===== src/rtl/dac_sample_scheduler.sv =====
// dac_sample_scheduler
// Buffers stereo samples from the packet receiver in a small FIFO and plays
// them out to the I2S DAC driver through MUTE -> PREFILL -> PLAY sequencing.
// The sample shown to the driver is always a register, because the driver
// captures it on the same edge it raises its read request.
module dac_sample_scheduler #(
  parameter int DEPTH   = 16,
  parameter int PREFILL = 8
) (
  input  logic                    i_clk36,
  input  logic                    i_rst36_n,
  input  logic                    i_en,
  input  logic                    i_pause,
  input  logic                    i_wr_valid,
  input  logic [47:0]             i_wr_data,
  output logic                    o_wr_ready,
  input  logic                    i_dac_rdreq,
  output logic                    o_dac_wait,
  output logic [47:0]             o_dac_lraudio,
  output logic [$clog2(DEPTH):0]  o_level,
  output logic                    o_playing,
  output logic [15:0]             o_underrun_cnt
);

  localparam int AW = $clog2(DEPTH);
  localparam logic [AW:0] LVL_FULL    = (AW+1)'(DEPTH);
  localparam logic [AW:0] LVL_PREFILL = (AW+1)'(PREFILL);

  typedef enum logic [1:0] {
    ST_MUTE    = 2'd0,
    ST_PREFILL = 2'd1,
    ST_PLAY    = 2'd2
  } state_t;

  logic [1:0]    r_rstSync;
  logic          w_rstN;

  state_t        r_state;
  state_t        w_stateNext;

  logic [47:0]   r_mem [DEPTH];
  logic [AW-1:0] r_wrPtr;
  logic [AW-1:0] r_rdPtr;
  logic [AW:0]   r_level;
  logic          r_wrReady;
  logic          r_wait;
  logic [47:0]   r_lraudio;
  logic [15:0]   r_underrunCnt;

  logic          w_push;
  logic          w_pop;
  logic          w_underrun;
  logic [AW:0]   w_levelAfterPop;
  logic [AW:0]   w_levelNext;
  logic [AW-1:0] w_wrPtrNext;
  logic [AW-1:0] w_rdPtrNext;
  logic [47:0]   w_headNext;
  logic [47:0]   w_lraudioNext;
  logic          w_waitNext;
  logic          w_wrReadyNext;

  // Reset asserts immediately but is released only on a clock edge
  always_ff @(posedge i_clk36 or negedge i_rst36_n) begin
    if (!i_rst36_n) begin
      r_rstSync <= 2'b00;
    end else begin
      r_rstSync <= {r_rstSync[0], 1'b1};
    end
  end

  assign w_rstN = r_rstSync[1];

  // Playback state register
  always_ff @(posedge i_clk36 or negedge w_rstN) begin
    if (!w_rstN) begin
      r_state <= ST_MUTE;
    end else begin
      r_state <= w_stateNext;
    end
  end

  // Next state plus the push/pop/underrun decisions that drive it
  always_comb begin
    w_stateNext = r_state;
    w_pop       = 1'b0;
    w_underrun  = 1'b0;
    w_push      = i_en && i_wr_valid && r_wrReady;

    // A read request only matters while playing and not paused; with
    // nothing buffered it is an underrun instead of a pop
    if (i_en && (r_state == ST_PLAY) && i_dac_rdreq && !i_pause) begin
      if (r_level == '0) begin
        w_underrun = 1'b1;
      end else begin
        w_pop = 1'b1;
      end
    end

    case (r_state)
      ST_MUTE: begin
        if (i_en) begin
          w_stateNext = ST_PREFILL;
        end
      end
      ST_PREFILL: begin
        if (r_level >= LVL_PREFILL) begin
          w_stateNext = ST_PLAY;
        end
      end
      ST_PLAY: begin
        if (w_underrun) begin
          w_stateNext = ST_PREFILL;
        end
      end
      default: begin
        w_stateNext = ST_MUTE;
      end
    endcase

    if (!i_en) begin
      w_stateNext = ST_MUTE;
    end
  end

  // Pointer/level arithmetic and the head value seen after this cycle
  always_comb begin
    w_levelAfterPop = r_level - (AW+1)'(w_pop);
    w_levelNext     = w_levelAfterPop + (AW+1)'(w_push);
    w_wrPtrNext     = r_wrPtr + AW'(w_push);
    w_rdPtrNext     = r_rdPtr + AW'(w_pop);

    // Disabling playback flushes the FIFO in the same edge
    if (!i_en) begin
      w_levelNext = '0;
      w_wrPtrNext = '0;
      w_rdPtrNext = '0;
    end

    // If the FIFO is empty once the pop resolves, a push landing this
    // cycle becomes the head directly since it is not in the array yet
    w_headNext = '0;
    if (w_levelNext != '0) begin
      if (w_levelAfterPop == '0) begin
        w_headNext = i_wr_data;
      end else begin
        w_headNext = r_mem[w_rdPtrNext];
      end
    end

    w_lraudioNext = (w_stateNext == ST_PLAY) ? w_headNext : 48'd0;
    w_waitNext    = (w_stateNext == ST_PLAY) && i_pause;
    w_wrReadyNext = i_en && (w_levelNext < LVL_FULL);
  end

  // Sample storage, left unreset so it can map onto RAM
  always_ff @(posedge i_clk36) begin
    if (w_push) begin
      r_mem[r_wrPtr] <= i_wr_data;
    end
  end

  // FIFO pointers, occupancy and registered driver-facing outputs
  always_ff @(posedge i_clk36 or negedge w_rstN) begin
    if (!w_rstN) begin
      r_wrPtr   <= '0;
      r_rdPtr   <= '0;
      r_level   <= '0;
      r_wrReady <= 1'b0;
      r_wait    <= 1'b0;
      r_lraudio <= '0;
    end else begin
      r_wrPtr   <= w_wrPtrNext;
      r_rdPtr   <= w_rdPtrNext;
      r_level   <= w_levelNext;
      r_wrReady <= w_wrReadyNext;
      r_wait    <= w_waitNext;
      r_lraudio <= w_lraudioNext;
    end
  end

  // Saturating underrun statistic, kept across disable/enable cycles
  always_ff @(posedge i_clk36 or negedge w_rstN) begin
    if (!w_rstN) begin
      r_underrunCnt <= '0;
    end else if (w_underrun && (r_underrunCnt != 16'hFFFF)) begin
      r_underrunCnt <= r_underrunCnt + 16'd1;
    end
  end

  assign o_wr_ready     = r_wrReady;
  assign o_dac_wait     = r_wait;
  assign o_dac_lraudio  = r_lraudio;
  assign o_level        = r_level;
  assign o_playing      = (r_state == ST_PLAY);
  assign o_underrun_cnt = r_underrunCnt;

endmodule


===== config.mk =====
export PLATFORM = sky130hd
export DESIGN_NAME = dac_sample_scheduler
export DESIGN_NICKNAME = d
export VERILOG_FILES = /design/src/rtl/dac_sample_scheduler.sv
export SDC_FILE = /design/constraint.sdc
export NUM_CORES = 1
export LEC_CHECK = 0
export CAP_MARGIN = 20
export CORE_AREA = 5 5 315 317
export CTS_CLUSTER_SIZE = 8
export DETAILED_ROUTE_END_ITERATION = 16
export DIE_AREA = 0 0 320 322
export PLACE_DENSITY = 0.5
export SYNTH_ARGS = -nofsm -noshare
export SYNTH_HDL_FRONTEND = slang
export SYNTH_SLANG_ARGS = --single-unit

===== constraint.sdc =====
create_clock -name i_clk36 -period 3.07 [get_ports i_clk36]
set_input_delay 0.4605 -clock i_clk36 [delete_from_list [all_inputs] [get_ports i_clk36]]
set_output_delay 0.4605 -clock i_clk36 [all_outputs]
set_load 0.1 [all_outputs]

Yosys cells after proc, flatten, opt, wreduce, memory -nomap -nowiden:

Memories as Yosys holds them, arrays and structs flattened.
Index checks and enable logic that the tools add are counted.
W data, S select, Z words.

* bits in registers: 83
* bits in latches: 0
* bits in writable memories: 768
* memory bits (read-only): 0
* input bits: 54
* output and inout port bits: 72
* logic and storage cells: 50
* memories: 1

* $add $sub $neg: 5
* multipliers: 0
* div/mod/pow operators: 0
* order comparisons: 2
* equal/unequal tests: 4
* shift-type cells: 0
* mux-type cells: 16
* bitwise gates (word level): 0
* reductions and logical operators: 13

Memory list
* r_mem: words 16, bits a word 48, rd ports 1, clocked after memory_dff 0, write ports 1, line 41 `logic [47:0] r_mem [DEPTH];`

Operator list (count)
* $mux W48: 3
* $add A16 B1 Y16 const B: 1
* $ne A16 B16 Y1 const B: 1
* $logic_not A5 Y1: 2
* $add A4 B1 Y4: 2
* $logic_and A1 B1 Y1: 8
* $mux W4: 2
* $mux W1: 6
* $mux W2: 3
* $pmux W2 S3: 1
* $add A5 B1 Y5: 1
* $ge A5 B4 Y1 const B: 1
* $lt A5 B5 Y1 const B: 1
* $mux W5: 1
* $reduce_bool A5 Y1: 1
* $sub A5 B1 Y5: 1
* $eq A2 B2 Y1 const B: 2
* $eq A2 B1 Y1 const B: 1
* $logic_not A2 Y1: 1
* $logic_not A1 Y1: 1

Longest topological paths before layout:

Gate-level depths: netlist of run 1.

* word-level depth: 11
* gate-level depth with buffers: 15
* mapped depth without buffers: 12

Least setup slack after synthesis of run 1:

OpenSTA, ideal clock, no wires.

* path type: flip-flop to flip-flop
* start point: register r_wrReady (netlist: o_wr_ready)
* end point: memory r_mem[0][0], enable pin
* setup time: 0.513 ns
* arrival time: 5.123 ns
* required time: 2.557 ns
* setup slack: -2.566 ns
* stages on the path, launching flop included: 5
* buffers on the path: 1
* period minus slack after synthesis: 5.636 ns
* cells stage by stage: dfrtp_1 -> and3_1 -> clkbuf_1 -> or3b_2 -> nor3_1

* word-level cells in the longest chain between the ends: 3

RTL lines
* start, declared: line 45 `logic r_wrReady;`
* start signal, assigned: line 175 `r_wrReady <= w_wrReadyNext;`
* $logic_and A1 B1 Y1: line 87 `w_push = i_en && i_wr_valid && r_wrReady;`
* $mux W1: line 157 `if (w_push) begin`
* $mux W1 (not written as such): line 158 `r_mem[r_wrPtr] <= i_wr_data;`
* end, declared: line 41

Every way passes these cells.

Worst setup path after layout of run 1:

* start point: register r_state[0]
* end point: register r_lraudio[4] (netlist: o_dac_lraudio[4])

* word-level cells in the longest chain between the ends: 11
* elaborated cells between the ends (all ways): 24
* classes of those cells: add/sub (3); eq/ne (3); mux (11); reduce/logical (6); memory (1)

RTL lines
* start, declared: line 38 `state_t r_state;`
* start signal, assigned: line 78 `r_state <= w_stateNext;`
* $eq A2 B2 Y1: line 91, 99
* $logic_and A1 B1 Y1 (3 in a row): line 91 `if (i_en && (r_state == ST_PLAY) && i_dac_rdreq && !i_pause) begin`
* $mux W1: line 91
* $sub A5 B1 Y5 / $add A4 B1 Y4 (equally long branches): line 127, 130
* $add A5 B1 Y5 / $mux W4 (equally long branches): line 128, 133
* $mux W5 / $mem_v2 Z16 W48 (equally long branches)
* $reduce_bool A5 Y1 / $mux W48 (equally long branches): line 142, 143
* $mux W48: line 142 `if (w_levelNext != '0) begin`
* $mux W48 *: line 150 `w_lraudioNext = (w_stateNext == ST_PLAY) ? w_headNext : 48'd0;`
* via w_lraudioNext[4]: line 58 `logic [47:0] w_lraudioNext;`
* end signal, assigned: line 177 `r_lraudio <= w_lraudioNext;`
* end, declared: line 47 `logic [47:0] r_lraudio;`

The timed path passes the listed nets; every way through them passes the cells marked *.
A chain may end at the register's enable or synchronous reset.

==> impl_results.md, run 1 <==
- Outcome: complete, but fails checks
- Violated checks: negative setup slack
- Synth cell types: 52
- Sequential share of power: 50.5%
- Final Max Slew Viols: 0
- Worst vdd ir: 498 uV
- Initial DRT Pass Iterations: 5
- Die Wd: 320 um
- Htree depth: 3
- Worst-Skew Late Latency: 0.67 ns
- Initial DRC Count: 1607
- YS warnings: 0
- Die ar.: 0.103 sq mm
- TritonCTS Buffers: 116
- CP max-delay cell: a2111oi_0
- LEAKAGE: 14.8 nW
- Height of the die: 322 um
- Fraction of layout cells with a size suffix above 1: 25.8%
- Critical path peak fanout: 12
- Final period demand of the worst path: 3.23 ns
- Switch share: 20.5%
- EDFF count, synth: 768
- Total GRT Usage: 18.4%
- Ys async rst share: 9.75%
- Cell Area, Synth: 0.0332 sq mm
- Top delay family on crit path: compound AO/OA/AOI/OAI gates
- Cell taking the most area after synthesis: edfxtp_1
- Main synth FF type: edfxtp_1
- Remaining DRCs: 0
- Worst slew pin tran: 0.743 ns
- Mapped Nets: 2265
- Worst hold path class: flop to async pin
- Startpoint types: flop
- Core ar.: 0.0960 sq mm
- Initial Util: 34.6%
- Seq/Total Area, Yosys: 75.7%
- RSZ-0062 raised after global routing: true
- DR WL/cell: 25.0 um
- Share of the synthesized area in the top cell type: 69.4%
- Cell Int Power: 20.0 mW
- Setup Crit Path Kind: flop to flop
- Layout area overhead: 32.8%
- Crit-path cells: nor4bb_1 > buf_4 > nand2_4 > a21oi_4 > buf_4 > buf_4 > ha_4 > ha_4 > xor2_2 > and2_4 > buf_12 > buf_4 > a311oi_1 > a31oi_1 > a2111oi_0
- Initial antenna violation count: 5
- Routed via count: 21200
- Slack of the critical path: -0.157 ns
- Hpwl dp: 54200 um
- Total power: 25.1 mW
- Period Utilization, post-route: 105%
- Max-Cap Viols: 0
- Max frequency: 0.310 GHz
- Vias in the first global route: 21600
- Worst Path Arrival: 3.74 ns
- Global-route wire length before repair: 144000 um
- CP required: 3.58 ns
- FILL cells: 8259
- CTS tree: done
- Combinational power share: 2.3%
- WHS: 0.232 ns
- CP most frequent cell: buf_4
- # nets final: 2629
- Clock Power Share: 47.2%
- Setup crit end kind: flop
- Pin count of the biggest net entering global routing: 59
- Mean Syn Cell Area: 15.1 sq um
- Final Hold Vio Count: 0
- PortBufs: 125
- Final Setup Violations: 46
- Yosys reg bits: 851
- Switching Power: 5.15 mW
- I/O pin cnt: 126
- Max-slew headroom: 50.3%
- Crit-path max cell delay: 0.47 ns
- Antenna-violating nets left: 0
- Detailed Route WL: 98600 um
- Clk sinks: 851
- Row count: 114
- Avg Vias per Cell: 5.37
- Util after Layout: 46.0%
- Worst path buffer plus inverter count: 5
- Clock Tree Root: clkbuf_16
- Grt ovf: 0
- Clock Path Buffers: 3
- Dominant cells by area after synthesis: edfxtp_1 (69%), dfrtp_1 (6.3%), nand2_1 (5.4%), a311oi_1 (3.7%), mux2i_1 (2.9%)
- Synth Instances: 2202
- RePlAce Congestion: 0.791
- Clock-pin slew on the worst setup and hold paths: 0.05 ns
- Clock Skew: 0.0346 ns
- PwrDens: 569 mW/mm^2
==> per-layer routing <==
layer / routed length (um) / up-vias / GRT usage, % / part of all wire [%]
met3: 5060 / 172 / 2.96 / 5.1
met1: 43400 / 11100 / 25.7 / 44
met5: 27 / - / 0 / 0.027
li1: - / 9347 / - / -
met2: 47700 / 600 / 30.3 / 48
met4: 2370 / 4 / 4.76 / 2.4
==> flip-flops by register name (all words and copies together), names as in the netlist <==
name and cells:
o_level 5, r_rstSync 2, o_underrun_cnt 16, o_wr_ready 1, r_state 2, o_dac_lraudio 48
r_mem 768, r_rdPtr 4, o_dac_wait 1, r_wrPtr 4
==> timing repair <==
action | 4_1_cts | 5_1_grt
cloned | 11 | 5
resized for setup | 127 | 104
pin swaps | 50 | 42
setup endpoints to repair | 48 | 48
hold buffers | 1 | 0
hold endpoints to repair | 2 | 0
setup buffers | 19 | 7
==> worst paths after layout <==
path	slack, ns	start	end	cells past startpoint
max	-0.16	r_state[0]	o_dac_lraudio[4]	15
min	0.23	r_rstSync[1]	o_dac_wait	0
max reg2reg	-0.16	r_state[0]	o_dac_lraudio[4]	15
min reg2reg	0.23	r_rstSync[1]	o_dac_wait	0
max in group asynchronous	1.98	r_rstSync[1]	o_dac_lraudio[19]	2
min in group i_clk36	0.36	r_rstSync[0]	r_rstSync[1]	0
==> per-stage QoR <==
step | area, sq um | TNS [ns] | instances | setup WS (ns)
5_1_grt | 44100 | -6.61 | 3940 | -0.194
2_1_floorplan | 33600 | -4.93 | 2202 | -0.0914
3_3_place_gp | 38500 | -41.78 | 3684 | -0.773
4_1_cts | 43200 | -0.644 | 3929 | -0.0544
3_5_place_dp | 38500 | -36.10 | 3684 | -0.779
6_report | 44100 | -1.77 | 3943 | -0.157
==> cell families (layout without fill, tap and decap cells) <==
group | Yosys count | in the layout | synth area share, %
DFF | 851 | 851 | 75.7
and+or+nand+nor | 704 | 706 | 8.78
AOI/OAI and AO/OA | 345 | 345 | 9.42
buffers and inverters | 170 | 630 | 2.11
muxes | 99 | 99 | 3.06
xor gates and xnor gates | 23 | 23 | 0.606
adders and majority gates | 9 | 9 | 0.339
other | 1 | 4 | 0.0113
==> worst reg2reg max path: cells and delay by family (launching register included) <==
kind | cells | cell delay (ns)
AND/OR/NAND/NOR | 3 | 0.58
flip-flops | 1 | 0.38
AO/OA/AOI/OAI | 4 | 0.98
XOR/XNOR | 1 | 0.08
adder cells (fa/ha/maj) | 2 | 0.28
buffers and inverters | 5 | 0.78
==> layout make-up <==
cell class | count | area [sq um] | share of cell area, %
Sequential cell | 851 | 25200 | 57.0
Clock buffer | 212 | 3280 | 7.44
Multi-Input combinational cell | 1183 | 9190 | 20.8
Clock inverter | 4 | 70.1 | 0.159
Inverter | 8 | 47.5 | 0.108
Timing Repair Buffer | 406 | 4790 | 10.8
Antenna cell | 3 | 7.51 | 0.0170
Tap cell | 1276 | 1600 | 3.62
==> power by group through the flow <==
stage	clock [mW]	sequential, mW	combinational [mW]
after detailed placement	0	12.9	0.501
after floorplan	0	12.9	0.150
after global placement	0	12.9	0.487
final	11.8	12.7	0.582
after CTS	12.1	12.7	0.549
after global routing	12.7	12.7	0.625
==> layout by cell type (no fill, tap or decap), drive strengths merged, types with 2 or more instances in the layout <==
master,count
inv,8
a31oi,48
mux2i,96
ha,9
clkdlybuf4s50,53
and2b,2
nand4,8
a311oi,142
and2,11
xor2,8
clkbuf,217
o211ai,2
edfxtp,768
clkinv,4
xnor2,15
nor2,69
buf,343
nand2b,4
nor3b,2
diode,3
nor3,8
a21oi,2
a221oi,94
bufbuf,4
nand2,481
o22ai,3
and3,5
mux4,2
dfrtp,83
a2111oi,47
nand3,103
or2,2
nand3b,3
==> cell usage after synthesis (all sizes together) (2+ instances only) <==
| library cell | instances |
|---|---|
| mux4 | 2 |
| clkbuf | 113 |
| nand3 | 103 |
| mux2i | 96 |
| and3 | 5 |
| xor2 | 8 |
| xnor2 | 15 |
| inv | 8 |
| o211ai | 2 |
| ha | 9 |
| nand3b | 3 |
| nand2b | 4 |
| or2 | 2 |
| and2 | 11 |
| nor2 | 69 |
| edfxtp | 768 |
| a31oi | 48 |
| o22ai | 3 |
| buf | 49 |
| nor3 | 8 |
| a21oi | 2 |
| a311oi | 142 |
| nand4 | 8 |
| dfrtp | 83 |
| a2111oi | 47 |
| nor3b | 2 |
| nand2 | 480 |
| a221oi | 94 |
No activity file was read; power rests on OpenSTA's default activity.
==> inputs of run 2 (changes only) <==
- CAP_MARGIN: 20 -> 10
- GPL_TIMING_DRIVEN: default -> 0
- SETUP_SLACK_MARGIN: default -> 0.5
==> run 2 against run 1 <==
  * The run still ends with negative setup slack left
  * Global-route usage grew 0.56 points
  * Largest power group unchanged
  * Critical path type unchanged
  * Clock power is essentially flat
  * Combinational power is essentially flat
  * Flip-flop and latch count is the same
  * Cell count shrank 0.86%
  * Largest cell class unchanged
==> impl_results.md, run 2 (synthesized netlist as in run 1, its figures left out) <==
- Outcome: complete, but fails checks (unchanged)
- Violated checks: negative setup slack (unchanged)
- Slack of the critical path: -0.325 ns (was -0.157 ns)
- Die ar.: 0.103 sq mm (unchanged)
- Startpoint types: flop (unchanged)
- Worst Hold Depth: 2
- Sequential share of power: 50.4% (was 50.5%)
- Final Setup Violations: 48 (was 46)
- Worst Path Arrival: 3.92 ns (was 3.74 ns)
- Row count: 114 (unchanged)
- Pre-CTS setup slack: -2.59 ns (was -0.779 ns)
- Worst vdd ir: 398 uV (was 498 uV)
- Clock-pin slew on the worst setup and hold paths: 0.05 ns (about the same)
- CP max-delay cell: or4_4 (was a2111oi_0)
- Routed via count: 20900 (was 21200)
- FILL cells: 8430 (was 8259)
- Cell count after placement: 3635 (was 3684)
- Detailed Route WL: 99900 um (was 98600 um)
- Vias in the first global route: 21700 (was 21600)
- Crit-path max cell delay: 0.44 ns (was 0.47 ns)
- Avg Vias per Cell: 5.34 (was 5.37)
- Clock Path Buffers: 3 (unchanged)
- Total GRT Usage: 19.0% (was 18.4%)
- Period Utilization, post-route: 111% (was 105%)
- Worst hold path class: input port to flop (was flop to async pin)
- Layout area overhead: 30.2% (was 32.8%)
- PwrDens: 582 mW/mm^2 (was 569 mW/mm^2)
- WHS: 0.269 ns (was 0.232 ns)
- Clock Power Share: 47.2% (about the same)
- Max-Cap Viols: 0 (unchanged)
- Area after DPL: 0.0370 sq mm (was 0.0385 sq mm)
- Initial DRC Count: 1925 (was 1607)
- DR WL/cell: 25.6 um (was 25.0 um)
- TritonCTS Buffers: 116 (unchanged)
- Switch share: 20.7% (was 20.5%)
- Setup crit end kind: flop (unchanged)
- Most frequent cells in the layout: edfxtp_1 (768), nand2_1 (477), clkbuf_16 (119) (was edfxtp_1 (768), nand2_1 (477), buf_4 (223))
- Initial antenna violation count: 1 (was 5)
- Remaining DRCs: 0 (unchanged)
- RePlAce Congestion: 0.775 (was 0.791)
- Antenna cells: 0 (was 3)
- Register area: 0.0252 sq mm (unchanged)
- Final Instance Count excl. Fillers: 3909 (was 3943)
- Antenna-violating nets left: 0 (unchanged)
- Critical path peak fanout: 5 (was 12)
- Util after Layout: 45.1% (was 46.0%)
- Final Hold Vio Count: 0 (unchanged)
- Hpwl dp: 63900 um (was 54200 um)
- Clk sinks: 851 (unchanged)
- Final period demand of the worst path: 3.39 ns (was 3.23 ns)
- Core ar.: 0.0960 sq mm (unchanged)
- Setup TNS Final: -10.01 ns (was -1.77 ns)
- Crit-path cells: nor4bb_4 > nand2_1 > a21oi_4 > ha_4 > ha_4 > xor2_4 > or4_4 > or2_1 > clkbuf_8 > and2b_2 > buf_4 > buf_8 > buf_12 > a2111oi_4 (was nor4bb_1 > buf_4 > nand2_4 > a21oi_4 > buf_4 > buf_4 > ha_4 > ha_4 > xor2_2 > and2_4 > buf_12 > buf_4 > a311oi_1 > a31oi_1 > a2111oi_0)
- CP required: 3.60 ns (was 3.58 ns)
- Die Wd: 320 um (unchanged)
- Final Max Slew Viols: 0 (unchanged)
- Clock Skew: 0.0307 ns (was 0.0346 ns)
- R2r worst-path depth: 14 (was 15)
- LEAKAGE: 14.4 nW (was 14.8 nW)
- PortBufs: 124 (was 125)
- # nets final: 2598 (was 2629)
- Setup Crit Path Kind: flop to flop (unchanged)
- Global-route wire length before repair: 146000 um (was 144000 um)
- Max frequency: 0.295 GHz (was 0.310 GHz)
- Htree depth: 3 (unchanged)
- Commonest non-fill, non-tap cell in the layout: edfxtp_1 (unchanged)
- Multi-input gate area: 0.00929 sq mm (was 0.00919 sq mm)
- Cell Int Power: 20.0 mW (about the same)
- Design area: 0.0433 sq mm (was 0.0441 sq mm)
- Total power: 25.2 mW (was 25.1 mW)
- Register with the most flip-flops: r_mem (unchanged)
- Initial DRT Pass Iterations: 5 (unchanged)
- CP most frequent cell: ha_4 (was buf_4)
- CTS tree: done (unchanged)
- Number of flip-flops in the largest register: 768 (unchanged)
- I/O pin cnt: 126 (unchanged)
- Grt ovf: 0 (unchanged)
- Height of the die: 322 um (unchanged)
- RSZ-0062 raised after global routing: true (unchanged)
- Initial Util: 34.6% (unchanged)
- Worst slew pin tran: 0.993 ns (was 0.743 ns)
- Fraction of layout cells with a size suffix above 1: 21.6% (was 25.8%)
- Clock Tree Root: clkbuf_16 (unchanged)
- Worst-Skew Late Latency: 0.68 ns (was 0.67 ns)
- Pin count of the biggest net entering global routing: 45 (was 59)
- Combinational power share: 2.3% (about the same)
- Switching Power: 5.22 mW (was 5.15 mW)
- Max-slew headroom: 34.1% (was 50.3%)
[run 2: area by class of cell]
cell class | count | share of cell area, %
inverters | 8 | 0.0925
multi-input cells | 1187 | 21.5
plain buffers | 162 | 3.13
well taps | 1276 | 3.69
clock inverters | 6 | 0.292
flip-flops and latches | 851 | 58.1
repair buffers | 209 | 5.64
clock buffers | 210 | 7.55
[run 2: final timing paths]
check,startpoint,endpoint,slack (ns)
hold reg to reg,r_rstSync[0],r_rstSync[1],0.35
hold / removal,i_en,r_state[1],0.27
max in group asynchronous,r_rstSync[1],o_dac_lraudio[14],1.94
min in group asynchronous,r_rstSync[1],r_wrPtr[0],0.41
setup / recovery,r_state[0],o_dac_lraudio[14],-0.32
setup reg to reg,r_state[0],o_dac_lraudio[14],-0.32
[run 2: power groups by stage]
stage | clock network, mW | logic (mW) | registers (mW)
after floorplan | 0 | 0.133 | 12.9
after global placement | 0 | 0.410 | 12.9
after detailed placement | 0 | 0.455 | 12.9
after CTS | 12.2 | 0.569 | 12.7
after global routing | 12.7 | 0.625 | 12.7
final | 11.9 | 0.582 | 12.7
[run 2: critical path, delay by kind of cell, from the launching register on]
| family | cells | cell delay (ns) |
|---|---|---|
| compound gates | 2 | 0.56 |
| xor+xnor | 1 | 0.07 |
| fa+ha+maj | 2 | 0.33 |
| buf+inv | 4 | 0.57 |
| flops | 1 | 0.40 |
| simple gates | 5 | 1.30 |
[run 2: repair_timing]
action / in CTS / in global routing
hold buffers: 1 / 0
setup buffers: 36 / 12
cloned: 9 / 0
endpoints found under the hold margin: 2 / 0
setup endpoints to repair: 321 / 287
gates resized for setup: 533 / 46
pin swaps: 38 / 14
[run 2: routing by layer]
metal / up-vias / global-route usage [%] / share of wire, %
li1: 9279 / - / -
met1: 10700 / 25.4 / 42
met2: 760 / 31.2 / 48
met3: 164 / 3.80 / 7.0
met4: 2 / 6.55 / 2.8
met5: - / 0 / 0.012
